**src/rtl/spi_slave_ctrl.sv**
```systemverilog
// SPI slave endpoint: oversampled pins, MSB-first, CPOL/CPHA latched per frame, one-deep TX hold register.
// Optional feature: define SPI_SLAVE_WORD_CNT_EN to add the saturating rx_word_cnt output.
module spi_slave_ctrl #(
   parameter int data_width_c  = 8,
   parameter int sync_stages_c = 2
) (
   input  logic                    clk,
   input  logic                    rst,
   input  logic                    spi_clk,
   input  logic                    spi_mosi,
   input  logic                    spi_ss,
   output logic                    spi_miso,
   output logic                    spi_miso_oe,
   input  logic                    cpol,
   input  logic                    cpha,
   input  logic [data_width_c-1:0] tx_din,
   input  logic                    tx_din_valid,
   output logic                    tx_req,
   output logic                    tx_underrun,
   output logic [data_width_c-1:0] rx_dout,
   output logic                    rx_dout_valid,
`ifdef SPI_SLAVE_WORD_CNT_EN
   output logic [15:0]             rx_word_cnt,
`endif
   output logic                    busy
);

   localparam int cnt_w_c = $clog2(data_width_c);
   localparam logic [cnt_w_c-1:0] last_cnt_c = cnt_w_c'(data_width_c - 1);

   typedef enum logic {IDLE, XFER} state_t;

   state_t state_reg, state_next;

   logic [sync_stages_c-1:0] sclk_sync_reg, mosi_sync_reg, ss_sync_reg;
   logic                     sclk_prev_reg, ss_prev_reg;
   logic                     cpol_reg, cpha_reg;
   logic [cnt_w_c-1:0]       bit_cnt_reg;
   logic [data_width_c-2:0]  rx_shift_reg;
   logic [data_width_c-1:0]  tx_shift_reg, hold_reg;
   logic                     hold_valid_reg;

   logic sclk_s, mosi_s, ss_s;
   logic sclk_rise, sclk_fall, ss_rise, ss_fall;
   logic lead_edge, trail_edge, active;
   logic frame_start, frame_end, sample_evt, shift_evt, load_evt, word_done;
   logic [data_width_c-1:0] rx_word_next;

   // Pins reach logic only through the synchronizers; ss resets high so reset release never looks like a frame start.
   always_ff @(posedge clk or negedge rst) begin
      if (!rst) begin
         sclk_sync_reg <= '0;
         mosi_sync_reg <= '0;
         ss_sync_reg   <= '1;
         sclk_prev_reg <= 1'b0;
         ss_prev_reg   <= 1'b1;
      end else begin
         sclk_sync_reg <= {sclk_sync_reg[sync_stages_c-2:0], spi_clk};
         mosi_sync_reg <= {mosi_sync_reg[sync_stages_c-2:0], spi_mosi};
         ss_sync_reg   <= {ss_sync_reg[sync_stages_c-2:0], spi_ss};
         sclk_prev_reg <= sclk_sync_reg[sync_stages_c-1];
         ss_prev_reg   <= ss_sync_reg[sync_stages_c-1];
      end
   end

   assign sclk_s    = sclk_sync_reg[sync_stages_c-1];
   assign mosi_s    = mosi_sync_reg[sync_stages_c-1];
   assign ss_s      = ss_sync_reg[sync_stages_c-1];
   assign sclk_rise = sclk_s & ~sclk_prev_reg;
   assign sclk_fall = ~sclk_s & sclk_prev_reg;
   assign ss_rise   = ss_s & ~ss_prev_reg;
   assign ss_fall   = ~ss_s & ss_prev_reg;

   always_ff @(posedge clk or negedge rst) begin
      if (!rst) state_reg <= IDLE;
      else      state_reg <= state_next;
   end

   always_comb begin
      state_next  = state_reg;
      frame_start = 1'b0;
      frame_end   = 1'b0;
      active      = 1'b0;
      case (state_reg)
         IDLE: begin
            if (ss_fall) begin
               state_next  = XFER;
               frame_start = 1'b1;
            end
         end
         XFER: begin
            if (ss_rise) begin
               state_next = IDLE;
               frame_end  = 1'b1;
            end else begin
               active = 1'b1;
            end
         end
         default: state_next = IDLE;
      endcase
   end

   // A frame end in the same cycle as an edge suppresses the edge (active is low).
   assign lead_edge  = cpol_reg ? sclk_fall : sclk_rise;
   assign trail_edge = cpol_reg ? sclk_rise : sclk_fall;
   assign sample_evt = active & (cpha_reg ? trail_edge : lead_edge);
   assign shift_evt  = active & (cpha_reg ? lead_edge : trail_edge);
   assign word_done  = sample_evt & (bit_cnt_reg == last_cnt_c);
   // With the counter at zero a shift edge is always the first one of a word (cpha=1) or follows a completed word (cpha=0).
   assign load_evt   = (frame_start & ~cpha) | (shift_evt & (bit_cnt_reg == '0));
   assign rx_word_next = {rx_shift_reg, mosi_s};

   always_ff @(posedge clk or negedge rst) begin
      if (!rst) begin
         cpol_reg       <= 1'b0;
         cpha_reg       <= 1'b0;
         busy           <= 1'b0;
         spi_miso_oe    <= 1'b0;
         bit_cnt_reg    <= '0;
         rx_shift_reg   <= '0;
         rx_dout        <= '0;
         rx_dout_valid  <= 1'b0;
         tx_shift_reg   <= '0;
         tx_underrun    <= 1'b0;
         hold_reg       <= '0;
         hold_valid_reg <= 1'b0;
      end else begin
         rx_dout_valid <= 1'b0;
         tx_underrun   <= 1'b0;

         if (tx_din_valid && (!hold_valid_reg || load_evt)) begin
            hold_reg       <= tx_din;
            hold_valid_reg <= 1'b1;
         end else if (load_evt) begin
            hold_valid_reg <= 1'b0;
         end

         if (frame_start) begin
            cpol_reg    <= cpol;
            cpha_reg    <= cpha;
            busy        <= 1'b1;
            spi_miso_oe <= 1'b1;
            bit_cnt_reg <= '0;
         end else if (frame_end) begin
            busy        <= 1'b0;
            spi_miso_oe <= 1'b0;
            bit_cnt_reg <= '0;
         end else if (sample_evt) begin
            rx_shift_reg <= rx_word_next[data_width_c-2:0];
            if (word_done) begin
               rx_dout       <= rx_word_next;
               rx_dout_valid <= 1'b1;
               bit_cnt_reg   <= '0;
            end else begin
               bit_cnt_reg <= bit_cnt_reg + 1'b1;
            end
         end

         if (frame_end) begin
            tx_shift_reg <= '0;
         end else if (load_evt) begin
            tx_shift_reg <= hold_valid_reg ? hold_reg : '0;
            tx_underrun  <= ~hold_valid_reg;
         end else if (shift_evt) begin
            tx_shift_reg <= {tx_shift_reg[data_width_c-2:0], 1'b0};
         end
      end
   end

   assign spi_miso = tx_shift_reg[data_width_c-1];
   assign tx_req   = ~hold_valid_reg;

`ifdef SPI_SLAVE_WORD_CNT_EN
   always_ff @(posedge clk or negedge rst) begin
      if (!rst)                               rx_word_cnt <= '0;
      else if (frame_start)                   rx_word_cnt <= '0;
      else if (word_done && rx_word_cnt != 16'hFFFF) rx_word_cnt <= rx_word_cnt + 16'd1;
   end
`endif

endmodule
```
**config.mk**
```make
export PLATFORM = sky130hd
export DESIGN_NAME = spi_slave_ctrl
export DESIGN_NICKNAME = d
export VERILOG_FILES = /design/src/rtl/spi_slave_ctrl.sv
export SDC_FILE = /design/constraint.sdc
export NUM_CORES = 1
export LEC_CHECK = 0
export CAP_MARGIN = 30
export CORE_MARGIN = 4
export CORE_UTILIZATION = 45
export DETAILED_ROUTE_END_ITERATION = 8
export PLACE_DENSITY = 0.67
export SYNTH_ARGS = -nofsm -noshare
export SYNTH_HDL_FRONTEND = slang
export SYNTH_SLANG_ARGS = --single-unit
export TNS_END_PERCENT = 5
```
**constraint.sdc**
```tcl
create_clock -name clk -period 2.34 [get_ports clk]
set_input_delay 0.468 -clock clk [delete_from_list [all_inputs] [get_ports clk]]
set_output_delay 0.468 -clock clk [all_outputs]
set_load 0.005 [all_outputs]
```
==> out/results.ini <==
[run_status]
status = completed

[critical_path]
arrival_ns = 1.44
crit_start = hold_valid_reg
worstReg2RegStart = bit_cnt_reg[0]
cp.required_ns = 1.87
path_class = register to output pin
start_kind = register
critPathCaptureType = output pin
crit_fanout = 9

[timing]
fmax_mhz = 524
setup_viol_count_final = 0
grt_setup_unrepaired = false
fin_tns_setup_ns = 0
maxSlewHeadroom_pct = 56.3
final.period_utilization_pct = 81.6
hold_violations = 0
period_needed_ns = 1.91
fin_skew_ns = 0.0107
worst_pin_slew_ns = 0.651
maxSlewViolCount = 0

[layout]
fillers = 394
nets = 236
drive_gt1_share_pct = 18.8
syn2layout_area_growth_pct = 20.3
multi_input_area_um2 = 953
num_antenna_cells = 0
seqCellArea_um2 = 1230

[die]
die_h_um = 78.5
design.die.area_um2 = 6170
core_um2 = 4790
die_x_um = 78.5
row_count = 25
start_util_pct = 46.8
io_pins = 30

[power_and_ir_drop]
p_int_mw = 1.69
irDropWorstVdd_v = 0.000529
p_clk_share_pct = 20.6
p_total_mw = 2.53
leakagePower_nw = 1.20
comb_power_share_pct = 30.3
p_sw_mw = 0.839
power.density_nw_per_um2 = 940
pwr-share-seq_pct = 49.1
switching_share_pct = 33.1

[logic_synthesis]
syn_inst = 182
ys_ff_latch = 49
synth.yosys.seq_area_share_pct = 54.9
syn-num-nets = 201
ys_types = 33
syn_area_per_cell_um2 = 12.3
ys_warn_count = 0
syn_area_um2 = 2240

[clocking]
cts.sinks = 49
cts_tree = done
clk_latency_ns = 0.31
cts_max_level = 2
ctsResizeCount = 0
cts_buffer_depth = 2
clockRootBuffer = clkbuf_8
clk_pin_slew_ns = 0.10
cts_setup_buffers = 0
cts_hold_buffers = 0
cts_buffers = 5

[drt]
drtIter0Drc = 72
wl_met3_um = 165
drcViolationCount = 0
wl_met1_mm = 1.80
vias = 1474
highest_layer = met4
wl_met2_mm = 2.25
dr.pass1.iters = 4
totalWireLength_mm = 4.28
ant_nets = 0
vias_per_cell = 5.17
detail_route.wl_per_cell_um = 15.0

[global_route]
antenna_found_initial = 0
grt-ovfl-total = 0
grt_pass1_wl_mm = 7.58
grt_pass1_vias = 1666
grt_max_degree = 30
globalRouteTotalUtil_pct = 15.6

[flow_run]
cap_violations = 0

[placed_design]
detailed_place_hpwl_mm = 3.22
io_buffers = 29
place.gp.congestion = 0.798

[min_path]
hold_path_class = input port to asynchronous set/reset pin

-- final cells by class --
cell class                      count  area share [%]
Timing Repair Buffer               33            11.7
Inverter                            5           0.696
Sequential cell                    49            45.6
Multi-Input combinational cell    123            35.4
Clock buffer                        5            2.55
Clock inverter                      3           0.929
Tap cell                           67            3.11
-- power by group through the flow --
stage	clock network [mW]	registers (mW)	logic [mW]
after CTS	0.538	1.25	0.784
after global placement	0	1.24	0.733
after global routing	0.581	1.28	0.862
after detailed placement	0	1.26	0.778
final	0.522	1.24	0.768
after floorplan	0	1.20	0.592
-- routing by layer --
| metal | global-route usage [%] | vias to the layer above |
|---|---|---|
| li1 | - | 702 |
| met1 | 18.7 | 740 |
| met2 | 26.9 | 26 |
| met3 | 4.47 | 6 |
| met4 | 4.72 | 0 |
| met5 | 0 | - |
-- cells in the final DEF, fill, tap and decap left out, types with 2 or more instances in the layout --
cell             Yosys  layout
dfrtp_1             46      46
clkdlybuf4s50_1      0      28
nand2_1             18      18
mux2_2              18      18
mux2i_1             17      17
o211ai_1            17      17
nand2b_1            10      10
and2_1               8       8
inv_1                5       5
o21ai_0              5       5
clkbuf_8             0       5
buf_4                1       4
nor2b_1              3       3
nor2_1               3       3
a21oi_1              3       3
ha_1                 3       3
dfstp_2              3       3
nand3b_1             2       2
o21ai_1              2       2
inv_6                0       2
-- worst max-delay path: stages (launching register included) --
cell	delay, ns
dfrtp_1	0.47
inv_1	0.14
clkdlybuf4s50_1	0.52
-- cells by family (layout without fill, tap and decap cells) --
logic type	count (synthesis)	after routing	share of synthesized area (%)
xor+xnor	1	1	0.726
fa+ha+maj	3	3	1.68
mux	36	36	17.3
buf+inv	10	46	2.51
flops	49	49	54.9
compound gates	29	29	8.71
simple gates	54	54	14.2
-- final timing paths --
path                                    endpoint  depth (start not counted)  slack, ns
worst max register to register    hold_valid_reg                          6       0.47
min in group clk                sclk_sync_reg[1]                          0       0.35
max in group asynchronous         ss_sync_reg[0]                          2       1.88
worst min-delay path             tx_shift_reg[6]                          2       0.12
worst min register to register  sclk_sync_reg[1]                          0       0.35
worst max-delay path                      tx_req                          2       0.43
-- stage by stage --
stage / cells / setup slack [ns] / utilization, % / hold WS, ns / area [µm²]
final: 285 / 0.431 / 56.3 / 0.119 / 2700
after global routing: 285 / 0.331 / 56.3 / 0.124 / 2700
after CTS: 285 / 0.418 / 56.3 / 0.128 / 2700
after detailed placement: 277 / 0.253 / 54.4 / 0.335 / 2600
after global placement: 277 / 0.314 / 54.4 / 0.334 / 2600
after floorplan: 182 / 0.680 / - / 0.172 / 2240
-- Yosys cell counts, drive strengths merged --
| cell | instances | area, µm² |
|---|---|---|
| mux2i | 18 | 184 |
| and2 | 8 | 50.1 |
| inv | 5 | 18.8 |
| dfstp | 3 | 78.8 |
| or4 | 1 | 7.51 |
| a21oi | 3 | 15.0 |
| and2b | 1 | 7.51 |
| nor2 | 4 | 17.5 |
| ha | 3 | 37.5 |
| dfrtp | 46 | 1150 |
| nand2b | 10 | 62.6 |
| o21ai | 7 | 35.0 |
| o211ai | 17 | 128 |
| nor3b | 1 | 7.51 |
| xor2 | 1 | 16.3 |
| nand3b | 2 | 15.0 |
| nor4b | 1 | 15.0 |
| buf | 3 | 30.0 |
| or2 | 1 | 6.26 |
| o21a | 1 | 7.51 |
| nand3 | 1 | 17.5 |
| o21ba | 1 | 10.0 |
| nor3 | 1 | 10.0 |
| clkbuf | 2 | 7.51 |
| nor2b | 3 | 18.8 |
| nand2 | 19 | 73.8 |
| nand4b | 1 | 8.76 |
| mux2 | 18 | 203 |
(Power assumes the default switching activity.)
